[src/rtl/mips_pkg.sv]
// Shared opcode/funct encodings, control enums and the ALU used by the multi-cycle MIPS core.
package mips_pkg;

    localparam logic [5:0] OP_RTYPE = 6'h00;
    localparam logic [5:0] OP_J     = 6'h02;
    localparam logic [5:0] OP_JAL   = 6'h03;
    localparam logic [5:0] OP_BEQ   = 6'h04;
    localparam logic [5:0] OP_BNE   = 6'h05;
    localparam logic [5:0] OP_ADDI  = 6'h08;
    localparam logic [5:0] OP_XORI  = 6'h0E;
    localparam logic [5:0] OP_LW    = 6'h23;
    localparam logic [5:0] OP_SW    = 6'h2B;

    localparam logic [5:0] FN_JR  = 6'h08;
    localparam logic [5:0] FN_ADD = 6'h20;
    localparam logic [5:0] FN_SUB = 6'h22;
    localparam logic [5:0] FN_SLT = 6'h2A;

    localparam logic [4:0] REG_RA = 5'd31;

    typedef enum logic [2:0] {FETCH, DECODE, EXEC, MEM, WB, HALT} CpuState;
    typedef enum logic [1:0] {ALU_ADD, ALU_SUB, ALU_SLT, ALU_XOR} AluCmd;
    typedef enum logic [1:0] {PC_SEQ, PC_BRANCH, PC_JUMP, PC_REG} PcSel;
    typedef enum logic [1:0] {WB_ALU, WB_MDR, WB_PC4} WbSel;
    typedef enum logic [1:0] {DST_RD, DST_RT, DST_RA} DstSel;

    // 32-bit wrapping ALU; SLT compares as signed two's complement
    function automatic logic [31:0] aluCompute(input AluCmd cmd, input logic [31:0] a,
                                               input logic [31:0] b);
        logic [31:0] result;
        case (cmd)
            ALU_ADD: result = a + b;
            ALU_SUB: result = a - b;
            ALU_SLT: result = {31'd0, $signed(a) < $signed(b)};
            default: result = a ^ b;
        endcase
        return result;
    endfunction

endpackage

[src/rtl/mips_mc_fsm.sv]
// Sequencer for the multi-cycle MIPS core: state register, instruction decode and
// per-state control strobes for the datapath held in the top level.
module mips_mc_fsm
    import mips_pkg::*;
#(
    parameter bit HALT_ON_ILLEGAL = 1'b1
) (
    input  logic       clk,
    input  logic       reset,
    input  logic [5:0] opcode,
    input  logic [5:0] funct,
    input  logic       operandsEqual,
    input  logic       misaligned,
    input  logic       memReady,
    output CpuState    state,
    output logic       memReq,
    output logic       memWe,
    output logic       irLoad,
    output logic       abLoad,
    output logic       aluLoad,
    output logic       mdrLoad,
    output logic       regWrite,
    output logic       pcWrite,
    output logic       retire,
    output logic       aluSrcImm,
    output logic       immZeroExt,
    output AluCmd      aluCmd,
    output PcSel       pcSel,
    output WbSel       wbSel,
    output DstSel      dstSel
);

    CpuState nextState;
    logic isRAlu, isJr, isImmAlu, isLoad, isStore, isBranch, isJump, isJal, legal, branchTaken;

    // Classify the latched instruction; anything unmatched is illegal
    always_comb begin
        isRAlu   = 1'b0;
        isJr     = 1'b0;
        isImmAlu = 1'b0;
        isLoad   = 1'b0;
        isStore  = 1'b0;
        isBranch = 1'b0;
        isJump   = 1'b0;
        isJal    = 1'b0;
        case (opcode)
            OP_RTYPE: begin
                isRAlu = (funct == FN_ADD) || (funct == FN_SUB) || (funct == FN_SLT);
                isJr   = (funct == FN_JR);
            end
            OP_J:            isJump   = 1'b1;
            OP_JAL:          isJal    = 1'b1;
            OP_BEQ, OP_BNE:  isBranch = 1'b1;
            OP_ADDI, OP_XORI: isImmAlu = 1'b1;
            OP_LW:           isLoad   = 1'b1;
            OP_SW:           isStore  = 1'b1;
            default: ;
        endcase
        legal       = isRAlu | isJr | isImmAlu | isLoad | isStore | isBranch | isJump | isJal;
        branchTaken = (opcode == OP_BEQ) ? operandsEqual : !operandsEqual;
        // XORI is a logical immediate, so it takes the zero-extended form
        immZeroExt  = (opcode == OP_XORI);
        aluSrcImm   = !isRAlu;
        aluCmd      = ALU_ADD;
        if (opcode == OP_XORI)
            aluCmd = ALU_XOR;
        else if (isRAlu && funct == FN_SUB)
            aluCmd = ALU_SUB;
        else if (isRAlu && funct == FN_SLT)
            aluCmd = ALU_SLT;
    end

    always_ff @(posedge clk or posedge reset) begin
        if (reset)
            state <= FETCH;
        else
            state <= nextState;
    end

    // Next-state and strobes; PC and retire only move on the final cycle of an instruction
    always_comb begin
        nextState = state;
        memReq    = 1'b0;
        memWe     = 1'b0;
        irLoad    = 1'b0;
        abLoad    = 1'b0;
        aluLoad   = 1'b0;
        mdrLoad   = 1'b0;
        regWrite  = 1'b0;
        pcWrite   = 1'b0;
        retire    = 1'b0;
        pcSel     = PC_SEQ;
        wbSel     = WB_ALU;
        dstSel    = DST_RT;
        case (state)
            FETCH: begin
                memReq = 1'b1;
                if (memReady) begin
                    irLoad    = 1'b1;
                    nextState = DECODE;
                end
            end
            DECODE: begin
                abLoad = 1'b1;
                if (legal)
                    nextState = EXEC;
                else if (HALT_ON_ILLEGAL)
                    nextState = HALT;
                else begin
                    pcWrite   = 1'b1;
                    retire    = 1'b1;
                    nextState = FETCH;
                end
            end
            EXEC: begin
                if (isRAlu || isImmAlu) begin
                    aluLoad   = 1'b1;
                    nextState = WB;
                end else if (isLoad || isStore) begin
                    aluLoad   = 1'b1;
                    nextState = MEM;
                end else begin
                    pcWrite   = 1'b1;
                    retire    = 1'b1;
                    nextState = FETCH;
                    if (isBranch)
                        pcSel = branchTaken ? PC_BRANCH : PC_SEQ;
                    else if (isJr)
                        pcSel = PC_REG;
                    else begin
                        pcSel = PC_JUMP;
                        if (isJal) begin
                            regWrite = 1'b1;
                            dstSel   = DST_RA;
                            wbSel    = WB_PC4;
                        end
                    end
                end
            end
            MEM: begin
                if (misaligned) begin
                    if (HALT_ON_ILLEGAL)
                        nextState = HALT;
                    else begin
                        pcWrite   = 1'b1;
                        retire    = 1'b1;
                        nextState = FETCH;
                    end
                end else begin
                    memReq = 1'b1;
                    memWe  = isStore;
                    if (memReady) begin
                        if (isStore) begin
                            pcWrite   = 1'b1;
                            retire    = 1'b1;
                            nextState = FETCH;
                        end else begin
                            mdrLoad   = 1'b1;
                            nextState = WB;
                        end
                    end
                end
            end
            WB: begin
                regWrite  = 1'b1;
                dstSel    = isRAlu ? DST_RD : DST_RT;
                wbSel     = isLoad ? WB_MDR : WB_ALU;
                pcWrite   = 1'b1;
                retire    = 1'b1;
                nextState = FETCH;
            end
            default: nextState = HALT;
        endcase
    end

endmodule

[src/rtl/mips_multicycle_cpu.sv]
// Multi-cycle MIPS core datapath (PC, IR, A/B, ALUOut, MDR, register file) sharing one
// ready/valid memory port for instruction fetch and data access.
module mips_multicycle_cpu
    import mips_pkg::*;
#(
    parameter int unsigned ADDR_W          = 32,
    parameter logic [31:0] RESET_PC        = 32'h0,
    parameter bit          HALT_ON_ILLEGAL = 1'b1
) (
    input  logic              clk,
    input  logic              reset,
    output logic              mem_req,
    output logic              mem_we,
    output logic [ADDR_W-1:0] mem_addr,
    output logic [31:0]       mem_wdata,
    input  logic [31:0]       mem_rdata,
    input  logic              mem_ready,
    output logic              halted,
    output logic              retire,
    output logic [31:0]       instr_count,
    output logic [ADDR_W-1:0] pc_dbg
);

    CpuState     state;
    AluCmd       aluCmd;
    PcSel        pcSel;
    WbSel        wbSel;
    DstSel       dstSel;
    logic        memReq, memWe, irLoad, abLoad, aluLoad, mdrLoad, regWrite, pcWrite;
    logic        aluSrcImm, immZeroExt, unusedShamt;

    logic [31:0]       ir, regA, regB, immExt, aluOut, mdr, instrCount;
    logic [ADDR_W-1:0] pc, pc4, nextPc;
    logic [31:0]       regs [0:31];
    logic [31:0]       readA, readB, aluB, writeData, pc4Ext, jumpTarget;
    logic [4:0]        rs, rt, rd, writeAddr;

    assign rs          = ir[25:21];
    assign rt          = ir[20:16];
    assign rd          = ir[15:11];
    assign unusedShamt = ^ir[10:6];
    assign readA       = (rs == 5'd0) ? 32'd0 : regs[rs];
    assign readB       = (rt == 5'd0) ? 32'd0 : regs[rt];
    assign aluB        = aluSrcImm ? immExt : regB;
    assign pc4Ext      = 32'(pc4);
    assign jumpTarget  = {pc4Ext[31:28], ir[25:0], 2'b00};

    mips_mc_fsm #(
        .HALT_ON_ILLEGAL(HALT_ON_ILLEGAL)
    ) fsm (
        .clk          (clk),
        .reset        (reset),
        .opcode       (ir[31:26]),
        .funct        (ir[5:0]),
        .operandsEqual(regA == regB),
        .misaligned   (aluOut[1:0] != 2'b00),
        .memReady     (mem_ready),
        .state        (state),
        .memReq       (memReq),
        .memWe        (memWe),
        .irLoad       (irLoad),
        .abLoad       (abLoad),
        .aluLoad      (aluLoad),
        .mdrLoad      (mdrLoad),
        .regWrite     (regWrite),
        .pcWrite      (pcWrite),
        .retire       (retire),
        .aluSrcImm    (aluSrcImm),
        .immZeroExt   (immZeroExt),
        .aluCmd       (aluCmd),
        .pcSel        (pcSel),
        .wbSel        (wbSel),
        .dstSel       (dstSel)
    );

    // Branch offsets and jump targets wrap modulo 2**ADDR_W
    always_comb begin
        case (pcSel)
            PC_BRANCH: nextPc = pc4 + ADDR_W'(immExt << 2);
            PC_JUMP:   nextPc = ADDR_W'(jumpTarget);
            PC_REG:    nextPc = ADDR_W'({regA[31:2], 2'b00});
            default:   nextPc = pc4;
        endcase
        case (dstSel)
            DST_RD:  writeAddr = rd;
            DST_RA:  writeAddr = REG_RA;
            default: writeAddr = rt;
        endcase
        case (wbSel)
            WB_MDR:  writeData = mdr;
            WB_PC4:  writeData = pc4Ext;
            default: writeData = aluOut;
        endcase
    end

    always_ff @(posedge clk or posedge reset) begin
        if (reset) begin
            pc         <= RESET_PC[ADDR_W-1:0];
            pc4        <= '0;
            ir         <= '0;
            regA       <= '0;
            regB       <= '0;
            immExt     <= '0;
            aluOut     <= '0;
            mdr        <= '0;
            instrCount <= '0;
        end else begin
            if (irLoad) begin
                ir  <= mem_rdata;
                pc4 <= pc + ADDR_W'(4);
            end
            if (abLoad) begin
                regA   <= readA;
                regB   <= readB;
                immExt <= immZeroExt ? {16'd0, ir[15:0]} : {{16{ir[15]}}, ir[15:0]};
            end
            if (aluLoad)
                aluOut <= aluCompute(aluCmd, regA, aluB);
            if (mdrLoad)
                mdr <= mem_rdata;
            if (pcWrite)
                pc <= nextPc;
            if (retire)
                instrCount <= instrCount + 32'd1;
        end
    end

    // Register file keeps its contents across reset; $0 is never written
    always_ff @(posedge clk) begin
        if (regWrite && writeAddr != 5'd0)
            regs[writeAddr] <= writeData;
    end

    // Reset gates the port combinationally so an in-flight request vanishes at once
    assign mem_req     = memReq & ~reset;
    assign mem_we      = memWe & ~reset;
    assign mem_addr    = reset ? '0 : ((state == FETCH) ? pc : aluOut[ADDR_W-1:0]);
    assign mem_wdata   = reset ? '0 : regB;
    assign halted      = (state == HALT);
    assign instr_count = instrCount;
    assign pc_dbg      = pc;

endmodule

[config.mk]
export PLATFORM = sky130hd
export DESIGN_NAME = mips_multicycle_cpu
export DESIGN_NICKNAME = d
export VERILOG_FILES = /design/src/rtl/mips_pkg.sv /design/src/rtl/mips_mc_fsm.sv /design/src/rtl/mips_multicycle_cpu.sv
export SDC_FILE = /design/constraint.sdc
export NUM_CORES = 2
export LEC_CHECK = 0
export ABC_AREA = 1
export BUFFER_PORTS_ARGS = -buffer_cell sky130_fd_sc_hd__buf_2
export CAP_MARGIN = 20
export CORE_MARGIN = 2
export CORE_UTILIZATION = 50
export DETAILED_ROUTE_END_ITERATION = 10
export PLACE_DENSITY = 0.69
export REMOVE_ABC_BUFFERS = 1
export SLEW_MARGIN = 20
export SYNTH_ARGS = -nofsm -noshare
export SYNTH_HDL_FRONTEND = slang
export SYNTH_HIERARCHICAL = 1
export SYNTH_SLANG_ARGS = --single-unit
[constraint.sdc]
create_clock -name clk -period 10.6 [get_ports clk]
set_input_delay 0 -clock clk [delete_from_list [all_inputs] [get_ports clk]]
set_output_delay 0 -clock clk [all_outputs]
set_load 0.005 [all_outputs]
# Yosys cells after proc, flatten, opt, wreduce, memory -nomap -nowiden
# Memories as Yosys holds them, arrays and structs flattened.
# Index checks and enable logic that the tools add are counted.
[op_classes] n_addsub=5 n_eq_ne=28 reduce_logical=19 n_lt_le_gt_ge=1 bitwise_logic=11 muxes=79
[op_table] operator="$mux 32" n=7
[op_table] operator="$pmux 32 s3" n=2
[op_table] operator="$add 32x32->32" n=2
[op_table] operator="$pmux 32 s2" n=1
[op_table] operator="$mux 1" n=38
[op_table] operator="$mux 2" n=18
[op_table] operator="$add 32x1->32 const B" n=1
[op_table] operator="$add 32x3->32 const B" n=1
[op_table] operator="$eq 32x32->1" n=1
[op_table] operator="$lt 32x32->1" n=1
[op_table] operator="$sub 32x32->32" n=1
[op_table] operator="$xor 32x32->32" n=1
[op_table] operator="$eq 6x6->1 const B" n=5
[op_table] operator="$eq 6x4->1 const B" n=3
[op_table] operator="$mux 3" n=6
[op_table] operator="$pmux 3 s5" n=1
[op_table] operator="$eq 6x2->1 const B" n=2
[op_table] operator="$eq 6x3->1 const B" n=2
[op_table] operator="$eq 2x2->1 const B" n=5
[op_table] operator="$logic_not 5->1" n=2
[op_table] operator="$pmux 5 s2" n=1
[op_table] operator="$pmux 2 s2" n=2
[op_table] operator="$or 1x1->1" n=7
[op_table] operator="$eq 2x1->1 const B" n=3
[op_table] operator="other kinds (19)" n=30
[totals] output_inout_bits=132 ramBits=1024 wordCells=154 inputBits=35 memories=1 register_bits=291
[memory_table] name="regs" depth=32 word_bits=32 read_ports=2 rd_clocked_by_memory_dff=0 write_ports=1 line="mips_multicycle_cpu.sv:34" rtl="logic [31:0] regs [0:31];"

# Longest topological paths before layout
[depth] word_depth=14 mapped_depth=28

# Modules after synthesis
# Netlist, hierarchy kept.
[by_module_without_submodules] mod="mips_multicycle_cpu" area_each_um2=71144.5 n_inst=1 cells_per_inst=8156 seq_area_each_um2=37581.0
[by_module_without_submodules] mod="mips_mc_fsm" area_each_um2=625.6 n_inst=1 cells_per_inst=107 seq_area_each_um2=75.1

# Least setup slack after synthesis
# OpenSTA, ideal clock, no wires.
[synth_path] path_kind="input to output" startpoint="input reset" endpoint="output mem_addr[28]" required_time_ps=10600 path_stages=5 n_path_buf=2 arrival_time_ps=9453 slack_ps=1147 path_cell_list="clkbuf_1 inv_1 clkbuf_1 o21ai_0 a21oi_1"
[synth_via] elab_chain_cells=1
[synth_lines] element="start: declaration" line="mips_multicycle_cpu.sv:11" rtl="input logic reset,"
[synth_lines] element="$mux 32" line="mips_multicycle_cpu.sv:137" rtl="assign mem_addr = reset ? '0 : ((state == FETCH) ? pc : aluOut[ADDR_W-1:0]);"
[synth_lines] element="end: declaration" line="mips_multicycle_cpu.sv:14" rtl="output logic [ADDR_W-1:0] mem_addr,"
# No other way between the ends.

# Worst setup path in the final report
[layout_path] startpoint="register regB[16]" endpoint="register pc[10], in the netlist pc_dbg[10]"
[layout_via] elab_chain_cells=10 elab_cells_between_ends=12 classes_between="eq/ne: 4; mux: 7; reduce/logical: 1"
[layout_lines] element="start: declaration" line="mips_multicycle_cpu.sv:32" rtl="logic [31:0] ir, regA, regB, immExt, aluOut, mdr, instrCount;"
[layout_lines] element="start signal: assignment" line="mips_multicycle_cpu.sv:114" rtl="regB <= readB;"
[layout_lines] element="$eq 32x32->1 *" line="mips_multicycle_cpu.sv:55" rtl=".operandsEqual(regA == regB),"
[layout_lines] element="$logic_not 1->1" line="mips_mc_fsm.sv:60" rtl="branchTaken = (opcode == OP_BEQ) ? operandsEqual : !operandsEqual;"
[layout_lines] element="$mux 1 *" line="mips_mc_fsm.sv:60"
[layout_lines] element="$mux 1 *" line="mips_mc_fsm.sv:127" rtl="pcSel = branchTaken ? PC_BRANCH : PC_SEQ;"
[layout_lines] element="$mux 2 *" line="mips_mc_fsm.sv:126" rtl="if (isBranch)"
[layout_lines] element="$mux 2 *" line="mips_mc_fsm.sv:119" rtl="end else if (isLoad || isStore) begin"
[layout_lines] element="$mux 2 *" line="mips_mc_fsm.sv:116" rtl="if (isRAlu || isImmAlu) begin"
[layout_lines] element="$mux 2 *" line="mips_mc_fsm.sv:95" rtl="case (state)"
[layout_lines] element="net pcSel[0]" line="mips_multicycle_cpu.sv:26" rtl="PcSel pcSel;"
[layout_lines] element="$eq 2x2->1 or $eq 2x1->1 (tied branches)" line="mips_multicycle_cpu.sv:78" rtl="case (pcSel)"
[layout_lines] element="$pmux 32 s3 *" line="mips_multicycle_cpu.sv:78"
[layout_lines] element="end signal: assignment" line="mips_multicycle_cpu.sv:98" rtl="pc <= RESET_PC[ADDR_W-1:0];"
[layout_lines] element="end signal: assignment" line="mips_multicycle_cpu.sv:122" rtl="pc <= nextPc;"
[layout_lines] element="end: declaration" line="mips_multicycle_cpu.sv:33" rtl="logic [ADDR_W-1:0] pc, pc4, nextPc;"
# The timed path passes the listed nets; every way through them passes the cells marked *.
# A chain may end at the register's enable or synchronous reset.

==> metrics.md <==
| Metric | Value |
|---|---|
| Status | complete, no violations |
| Worst Skew | 0.0401 ns |
| Startpoint Class | register |
| Clock Sinks | 1300 |
| Drt first pass iters | 7 |
| Total wire length | 300000 um |
| Sequential fraction of the synthesis area | a little over half |
| Worst path arrival time | just over 7 ns |
| Routed vias/inst | 6.38 |
| Core area | 143000 um2 |
| RSZ-0062 raised after global routing | no |
| Synth Instances | 8263 |
| Pwr Total | 0.0260 W |
| Routability cong. | 1.05 |
| CTS tree | yes |
| Clock latency on the worst-skew pair | 0.81 ns |
| Chip height | 383 um |
| Synth area leaders | edfxtp_1, dfrtp_1, nand2_1 |
| Leakage | 31.9 nW |
| Cell taking the most area after synthesis | edfxtp_1 |
| Met1 usage | 53.0% |
| Initial DRC count | just over 10000 |
| Dpl cell area | roughly 74000 um2 |
| Post-DP HPWL | 186000 um |
| Max Cap Viol | 0 |
| Cts bufs inserted | between 100 and 150 |
| Total GRT Usage | 40.1% |
| Max_slew headroom | 22.4% |
| Area Growth Syn to Fin | 11.0% |
| Ys async rst share | between 20% and 30% |
| Initial antenna violation count | 7 |
| Met2 GRT Util | 59.1% |
| Slowest CP cell | nor3_1 |
| DRC Markers | 0 |
| Yosys top cell area share | between 40% and 50% |
| Tmin final | 6.41 ns |
| DRT antenna net count | 0 |
| Critical path class | reg -> reg |
| CTS clock-pin slew for the worst setup and hold paths | about 0.06 ns |
| Max H-tree Level | 4 |
| Num rows | 139 |
| Hold WS | 0.0385 ns |
| Post-synth cell types | 60 |
| Final setup TNS | 0 ns |
| Synthesis Warnings | 6 |
| Max Buffers Root-to-Sink | 3 |
| First-pass GRT wire length | 425000 um |
| Critical path buffers and inverters | 2 |
| Max FO, Critical Path | 21 |
| Hold/Removal Path Class | in -> reg |
| Total gr overflow | 0 |
| Vias | 65700 |
| CP Cell Sequence | inv_1, o22ai_1, a221oi_1, nand4_1, nor3_1, xor2_1, o21ai_0, nor2_1, nand2_1, inv_1, a221oi_1, a21oi_1, o21ai_0, o21ai_0 |
| Top FF cell, synth | edfxtp_1 |
| DR WL/cell | 29.2 um |
| Post-CTS Resized | 0 |
| WP data required | 11.30 ns |
| Largest net degree at the start of global routing | 215 |
| Final #Nets | 8410 |
| CP max stage delay | 1.01 ns |
| CTS root buffer | clkbuf_16 |
| Vias in the first global route | 61300 |
| Pwr dens | between 300 and 400 nW/um2 |
| Chip Width | 383 um |
| Gr busiest metal | met2 |
| Initial Util | 50.2% |
| Count of final hold-check violations | 0 |
| Fin. max-slew vios | 0 |
| Boundary pin count | 167 |
| Setup Buffers After CTS | 0 |
| Peak supply drop | 0.328 mV |
| Least-Margin Pin Slew | 1.16 ns |
| Worst Setup End Kind | register |
| Final Cycle Share | 60.4% |
| Mapped Area | 71800 um2 |
| Delay-heaviest family, CP | simple AND/OR/NAND/NOR gates |
| FMAX | between 150 and 200 MHz |
| Place WS | 4.36 ns |
| Final setup viols | 0 |
| Share of cells above drive strength 1 | 8.64% |
| Setup slack after layout | 4.19 ns |
| Met3 Track Usage GR | 9.38% |
| Port buffer count | 166 |
| Die footprint | 147000 um2 |
| Mean Syn Cell Area | roughly 8.7 um2 |
| Post-Layout Inst Area | roughly 80000 um2 |
| Most used cell, CP | o21ai_0 |
| EDFF count, synth | 1024 |
| Yosys reg bits | 1300 |
layout by cell type (no fill, tap or decap), types with 38 or more instances in the layout:
master / n
nand3_1: 293
buf_2: 166
mux2i_1: 89
inv_1: 847
xor2_1: 56
a21oi_1: 804
dfrtp_1: 266
o22ai_1: 80
o21ai_0: 956
nor2_4: 38
nand4_1: 47
nand2_1: 1426
o221ai_1: 41
nor2_1: 681
ha_1: 97
o21ai_1: 484
buf_4: 117
dlygate4sd3_1: 62
o211ai_1: 131
edfxtp_1: 1024
clkbuf_16: 149
area by class of cell:
type	instances	area (um2)
fill	12700	63300
inverter	877	3320
multi-input combinational	5593	28900
timing repair buffer	359	2610
tap	1903	2380
clock inverter	74	810
antenna	4	10.0
clock buffer	190	3970
sequential	1300	37700
synth_stat cells, drive strengths merged (56+ instances only):
cell	instances
a21oi	829
edfxtp	1024
nand2	1438
nor2	732
clkbuf	276
o21ai	1452
o22ai	115
xor2	56
o211ai	132
buf	248
dfrtp	276
mux2i	89
inv	870
ha	97
nand3	300
registers in the layout (all words and copies together), names as in the netlist, 32 cells and up:
register and cells:
aluOut 32, instr_count 32, ir 32, mdr 32, pc4 32, pc_dbg 32
regA 32, regB 32, regs 1024
layer usage:
| metal | up-vias | part of all wire (%) |
|---|---|---|
| met3 | 1060 | 13 |
| met4 | 10 | 7.6 |
| met5 | - | 0.037 |
| met2 | 4855 | 43 |
| met1 | 31300 | 37 |
| li1 | 28500 | - |
worst register-to-register path, cell delays in order (launching register included):
cell and delay, ns:
dfrtp_1 0.59, inv_1 0.37, o22ai_1 0.14, a221oi_1 0.74
nand4_1 0.47, nor3_1 1.01, xor2_1 0.21, o21ai_0 0.11
nor2_1 0.58, nand2_1 0.47, inv_1 0.81, a221oi_1 0.35
a21oi_1 0.27, o21ai_0 0.11, o21ai_0 0.09
final timing paths:
path	startpoint	to	slack [ns]	cells past startpoint
setup / recovery	regB[16]	pc_dbg[10]	4.19	14
hold / removal	mem_rdata[8]	mdr[8]	0.04	4
setup reg to reg	regB[16]	pc_dbg[10]	4.19	14
hold reg to reg	ir[10]	immExt[10]	0.50	2
max in group asynchronous	reset	pc_dbg[11]	8.18	6
min in group asynchronous	reset	ir[23]	0.31	4
metrics by stage:
stage	util, %	instances
6_report	55.7	10300
5_1_grt	55.7	10300
4_1_cts	55.7	10300
3_5_place_dp	51.9	9970
3_3_place_gp	51.8	9965
2_1_floorplan	-	7770
cells by family after synthesis:
kind of cell / Yosys count / synth area share [%]
AOI/OAI and AO/OA: 2677 / 20.3
and+or+nand+nor: 2602 / 14.8
other: 1 / 0.00523
xor gates and xnor gates: 71 / 0.866
adders and majority gates: 100 / 1.77
DFF: 1300 / 52.5
muxes: 111 / 1.59
buffers and inverters: 1401 / 8.20
report_power, final:
part / switching, W / internal (W)
Combinational: 0.00963 / 0.00350
Sequential: 0.00104 / 0.00666
Clock: 0.00216 / 0.00297
Total: 0.0128 / 0.0131
what timing repair did:
item | 4_1_cts | 5_1_grt
hold endpoints to repair | 156 | 0
hold buffers | 62 | 0
endpoints found under the setup margin | 0 | 0
Note: power is estimated with default switching activity, not from simulation.
